[src/rtl/io_select_multi.sv]
// I/O-mapped chip-select controller: relocatable base, NUM_SEL channels, bootstrap override, pulse mode.
// Optional bootstrap auto-exit counter enabled by defining BOOT_TIMEOUT_EN.
module io_select_multi #(
  parameter int          NUM_SEL     = 4,
  parameter int          PULSE_LEN   = 16,
  parameter logic [14:0] BOOT_MASK   = 15'b000_0000_0000_0011,
  parameter int          BOOT_CYCLES = 1024
) (
  input  logic               clock,
  input  logic               reset,
  input  logic [15:0]        addr,
  input  logic [7:0]         data_in,
  output logic [7:0]         data_out,
  output logic               data_oe,
  input  logic               readio,
  input  logic               writeio,
  output logic [NUM_SEL-1:0] select,
  output logic               bootstrap
);

  typedef enum logic [1:0] {IDLE, WR_HOLD, RD_HOLD} state_t;

  localparam logic [7:0] PULSE_LOAD = 8'(PULSE_LEN);
  localparam logic [3:0] MAX_OFF    = 4'(NUM_SEL);

  state_t state_q, state_d;
  logic [3:0] base_q, base_d;
  logic       boot_q, boot_d;
  logic [3:0] stg_off_q, stg_off_d;
  logic [7:0] stg_data_q, stg_data_d;
  logic [7:0] data_out_q, data_out_d;
  logic [NUM_SEL-1:0] en_vec, pulse_vec;
  logic [7:0] rd_val;
  logic       hit, commit, main_wr;
  logic       unused_ok;

  assign hit       = (addr[7:4] == base_q) && (addr[3:0] <= MAX_OFF);
  assign commit    = (state_q == WR_HOLD) && !writeio;
  assign main_wr   = commit && (stg_off_q == 4'd0);
  assign unused_ok = ^{addr[15:8], stg_data_q[3:2]};

  always_comb begin
    rd_val = {base_q, 3'b000, boot_q};
    for (int i = 0; i < NUM_SEL; i++) begin
      if (addr[3:0] == 4'(i + 1)) rd_val = {6'b0, pulse_vec[i], en_vec[i]};
    end
  end

  // State register
  always_ff @(posedge clock or negedge reset) begin
    if (!reset) begin
      state_q    <= IDLE;
      stg_off_q  <= 4'd0;
      stg_data_q <= 8'd0;
      data_out_q <= 8'd0;
      base_q     <= 4'd0;
    end else begin
      state_q    <= state_d;
      stg_off_q  <= stg_off_d;
      stg_data_q <= stg_data_d;
      data_out_q <= data_out_d;
      base_q     <= base_d;
    end
  end

  // Next-state logic: a write cycle is staged and only committed once the strobe drops
  always_comb begin
    state_d    = state_q;
    stg_off_d  = stg_off_q;
    stg_data_d = stg_data_q;
    data_out_d = data_out_q;
    case (state_q)
      IDLE: begin
        if (writeio && hit) begin
          state_d    = WR_HOLD;
          stg_off_d  = addr[3:0];
          stg_data_d = data_in;
        end else if (readio && hit) begin
          state_d    = RD_HOLD;
          data_out_d = rd_val;
        end
      end
      WR_HOLD: if (!writeio) state_d = IDLE;
      RD_HOLD: if (!readio) state_d = IDLE;
      default: state_d = IDLE;
    endcase
  end

  // Output logic
  always_comb begin
    data_oe   = (state_q == RD_HOLD) && readio;
    data_out  = data_out_q;
    bootstrap = boot_q;
  end

  assign base_d = main_wr ? stg_data_q[7:4] : base_q;

`ifdef BOOT_TIMEOUT_EN
  localparam logic [15:0] BOOT_LAST = 16'(BOOT_CYCLES - 1);
  logic [15:0] boot_cnt_q, boot_cnt_d;
  logic        boot_stop_q, boot_stop_d;

  // A committed main-register write freezes the timeout for good
  always_comb begin
    boot_d      = boot_q;
    boot_cnt_d  = boot_cnt_q;
    boot_stop_d = boot_stop_q;
    if (main_wr) begin
      boot_d      = stg_data_q[0];
      boot_stop_d = 1'b1;
    end else if (boot_q && !boot_stop_q) begin
      if (boot_cnt_q == BOOT_LAST) begin
        boot_d     = 1'b0;
        boot_cnt_d = 16'(BOOT_CYCLES);
      end else begin
        boot_cnt_d = boot_cnt_q + 16'd1;
      end
    end
  end

  always_ff @(posedge clock or negedge reset) begin
    if (!reset) begin
      boot_q      <= 1'b1;
      boot_cnt_q  <= 16'd0;
      boot_stop_q <= 1'b0;
    end else begin
      boot_q      <= boot_d;
      boot_cnt_q  <= boot_cnt_d;
      boot_stop_q <= boot_stop_d;
    end
  end
`else
  assign boot_d = main_wr ? stg_data_q[0] : boot_q;

  always_ff @(posedge clock or negedge reset) begin
    if (!reset) boot_q <= 1'b1;
    else        boot_q <= boot_d;
  end
`endif

  genvar gi;
  generate
    for (gi = 0; gi < NUM_SEL; gi++) begin : g_ch
      localparam logic [3:0] CH_OFF = 4'(gi + 1);
      logic       ch_wr;
      logic       en_q, en_d, pulse_q, pulse_d;
      logic [7:0] cnt_q, cnt_d;

      assign ch_wr = commit && (stg_off_q == CH_OFF);

      // Counter is nonzero only while a pulse is running; en drops on the 1->0 step
      always_comb begin
        en_d    = en_q;
        pulse_d = pulse_q;
        cnt_d   = cnt_q;
        if (ch_wr) begin
          en_d    = stg_data_q[0];
          pulse_d = stg_data_q[1];
          cnt_d   = (stg_data_q[0] && stg_data_q[1]) ? PULSE_LOAD : 8'd0;
        end else if (cnt_q != 8'd0) begin
          cnt_d = cnt_q - 8'd1;
          if (cnt_q == 8'd1) en_d = 1'b0;
        end
      end

      always_ff @(posedge clock or negedge reset) begin
        if (!reset) begin
          en_q    <= 1'b0;
          pulse_q <= 1'b0;
          cnt_q   <= 8'd0;
        end else begin
          en_q    <= en_d;
          pulse_q <= pulse_d;
          cnt_q   <= cnt_d;
        end
      end

      assign en_vec[gi]    = en_q;
      assign pulse_vec[gi] = pulse_q;
      assign select[gi]    = en_q | (boot_q & BOOT_MASK[gi]);
    end
  endgenerate

endmodule

[config.mk]
export PLATFORM = sky130hd
export DESIGN_NAME = io_select_multi
export DESIGN_NICKNAME = d
export VERILOG_FILES = /design/src/rtl/io_select_multi.sv
export SDC_FILE = /design/constraint.sdc
export NUM_CORES = 1
export LEC_CHECK = 0
export ABC_AREA = 1
export BUFFER_PORTS_ARGS = -buffer_cell sky130_fd_sc_hd__buf_2
export CAP_MARGIN = 15
export CELL_PAD_IN_SITES_DETAIL_PLACEMENT = 0
export CELL_PAD_IN_SITES_GLOBAL_PLACEMENT = 1
export CORE_MARGIN = 2
export CORE_UTILIZATION = 44
export CTS_CLUSTER_DIAMETER = 150
export CTS_CLUSTER_SIZE = 10
export DETAILED_ROUTE_END_ITERATION = 10
export GPL_TIMING_DRIVEN = 0
export PLACE_DENSITY_LB_ADDON = 0.05
export SYNTH_ARGS = -nofsm -noshare
export SYNTH_HDL_FRONTEND = slang
export SYNTH_SLANG_ARGS = --single-unit
[constraint.sdc]
create_clock -name clock -period 1.9 [get_ports clock]
set_input_delay 0.475 -clock clock [delete_from_list [all_inputs] [get_ports clock]]
set_output_delay 0.475 -clock clock [all_outputs]
set_load 0.01 [all_outputs]
==> flow_metrics.tcl <==
set metrics [dict create \
    status "finished, final reports clean" \
    drv_cap 0 \
    finalNetCount 512 \
    grt_pass1_wl_um 12300 \
    r2r_end "g_ch[3].cnt_q[1]$_DFFE_PN0P_" \
    start_util 0.454 \
    num_antenna_cells 0 \
    ys_warn_count 0 \
    row_count 32 \
    num-fill-cells 773 \
    drc 0 \
    crit_path_end_kind "output port" \
    die_area_mm2 0.00875 \
    grt_util_all_layers 0.178 \
    die_w_um 93.6 \
    stdcell_count 579 \
    cp_max_fo 3 \
    critPathArrivalTime_ns 1.18 \
    preCtsSetupSlack_ns 0.124 \
    reg2reg_setup_slack_ns 0.32 \
    setup_violations 0 \
    final_area_mm2 0.00403 \
    final.setup.tns_ns 0 \
    placed_area_mm2 0.00381 \
    power_mw 5.10 \
    critPathMaxStageDelay_ns 0.41 \
    r2r-start "stg_off_q[1]$_DFFE_PN0P_" \
    drive_above_1_share 0.195 \
    synthCells 431 \
    cts-htree-levels 3 \
    synthArstFlopShare 1.00 \
    peakVddDrop_uv 602 \
    first_iter_violations 94 \
    vias 2753 \
    die_h_um 93.6 \
    insertion_delay_ns 0.33 \
    ys_seq_elements 63 \
    cp_slowest_cell "dfrtp_1" \
    pin_count 42 \
    cts_resized 0 \
    final.setup.worst_slack_ns 0.242 \
    avgSynthCellArea_um2 8.19 \
    synth_edf_count 0 \
    clockBufferDepth 2 \
    cp.required_ns 1.42 \
    area_growth_pct 14.2 \
    fmax_mhz 603 \
    timing.final.crit_period_ns 1.66 \
    p_leak_nw 2.08 \
    yosysSeqAreaShare 0.447 \
    dr.pass1.iters 4 \
    cts_buffers 9 \
    cts_tree "done" \
    mappedNetlistArea_mm2 0.00353 \
    cts-root-buf "clkbuf_8" \
    slew_viol_final 0 \
    path_cells "or2_2 -> buf_2" \
    clk_pin_slew_ns 0.08 \
    io_buffers 29 \
    synth-main-ff-cell "dfrtp_1" \
    cts_setup_buffers 0 \
    tightest_slew_ns 0.809 \
    grt_overflow_total 0 \
    yosys.cell_types.count 35 \
    antenna_found_initial 0 \
    vias_per_cell 4.75 \
    r2r_cells 6 \
    rsz0062_at_grt "no" \
    wl_um 7070 \
    grt_pass1_vias 2626 \
    finalCritPeriodShare 0.873 \
    hpwlAfterDp_um 5200 \
    hp-class "input port to asynchronous set/reset pin" \
    worst-setup-path-type "register to output port" \
    clock_sinks 63 \
    relSlewSlack 0.461 \
    place_congestion 0.740 \
    hold_violations 0 \
    coreArea_mm2 0.00777 \
    power_density_mw_per_mm2 1270 \
    routedWlPerCell_um 12.2 \
    hold_buffers 0 \
    worstSetupStartpointType "register" \
    dp_cells 563 \
    grt_max_degree 64 \
    drtAntennaViolNets 0 \
    final.setup_skew_ns 0.0148 \
]
-- cells by family after synthesis --
group                    Yosys count  share of synthesized area
AND/OR/NAND/NOR                  215                      0.301
buffers and inverters             72                     0.0879
flip-flops                        63                      0.447
AO/OA/AOI/OAI                     51                     0.0783
XOR/XNOR                          17                     0.0422
adder cells (fa/ha/maj)           12                     0.0425
other                              1                    0.00106
-- worst max-delay path: cells and delay by family, from the launching register on --
kind,cells,cell delay (ns)
simple gates,1,0.30
buf+inv,1,0.15
flops,1,0.41
-- per-stage QoR --
stage,hold slack [ns],utilization
final,0.201,0.519
after global routing,0.302,0.519
after CTS,0.252,0.519
after detailed placement,0.464,0.490
after global placement,0.457,0.490
after floorplan,0.179,-
-- where the power goes --
group / total [mW] / leakage [nW] / internal (mW) / switching [mW]
logic: 1.57 / 1.20 / 0.652 / 0.920
clock network: 1.31 / 0.110 / 0.776 / 0.530
registers: 2.22 / 0.771 / 1.82 / 0.404
-- metal layers --
layer  routed length, µm  global-route usage
met3                 182              0.0338
met5                   0                   0
met2                3260               0.289
met1                3540               0.242
met4                  77              0.0543
-- placed cells by master (no fill, tap or decap), types with 2 or more instances in the layout --
master	count
nor3_2	4
nor2_4	2
inv_1	57
nor2_1	38
nand2_2	2
nand3_2	2
nand4_1	7
xor2_1	3
bufinv_16	2
conb_1	2
nand3_4	2
buf_2	28
a211oi_1	2
clkbuf_8	10
nor3_1	20
o21ai_1	5
dfrtp_1	62
o21ai_2	4
buf_4	5
nand3_1	22
o21ai_0	24
a21oi_1	15
ha_1	12
nand4_2	2
nor2_2	10
xnor2_1	14
nor3_4	2
inv_2	7
buf_6	3
nand2_1	97
-- cell usage after synthesis (5+ instances only) --
cell,instances,area (µm²)
o21ai_0,24,120
nor3_1,20,100
inv_1,57,214
nand3_1,22,110
nor2_1,38,143
inv_2,7,26.3
nand4_1,7,43.8
dfrtp_1,62,1550
ha_1,12,150
a21oi_1,15,75.1
nor2_2,10,62.6
o21ai_1,5,25.0
xnor2_1,14,123
nand2_1,97,364
-- how the worst max path moves through the flow --
| stage | slack (ns) | from | endpoint |
|---|---|---|---|
| floorplan | 0.54 | addr[0] | stg_data_q[0]$_DFFE_PN0P_ |
| global placement | 0.06 | reset | g_ch[3].cnt_q[2]$_DFFE_PN0P_ |
| detailed placement | 0.12 | addr[3] | data_out[4]$_DFFE_PN0P_ |
| CTS | 0.23 | g_ch[1].en_q$_DFFE_PN0P_ | select[1] |
| global route | 0.12 | g_ch[0].cnt_q[5]$_DFFE_PN0P_ | g_ch[0].en_q$_DFFE_PN0P_ |
| finish | 0.24 | g_ch[1].en_q$_DFFE_PN0P_ | select[1] |
-- area by class of cell --
| cell class | count | area, µm² | area share |
|---|---|---|---|
| plain buffers | 7 | 63.8 | 0.0158 |
| clock buffers | 11 | 141 | 0.0351 |
| clock inverters | 5 | 81.3 | 0.0202 |
| inverters | 65 | 246 | 0.0611 |
| multi-input cells | 297 | 1650 | 0.408 |
| flip-flops and latches | 63 | 1580 | 0.391 |
| well taps | 102 | 128 | 0.0317 |
| repair buffers | 29 | 148 | 0.0366 |
-- state kept, by name (all words and copies together), names as in the netlist --
register and cells:
stg_data_q 6, state_q 2, g_ch.en_q 4, g_ch.pulse_q 4
bootstrap 1, g_ch.cnt_q 32, base_q 4, stg_off_q 4
data_out 6
No activity file was read; power rests on OpenSTA's default activity.
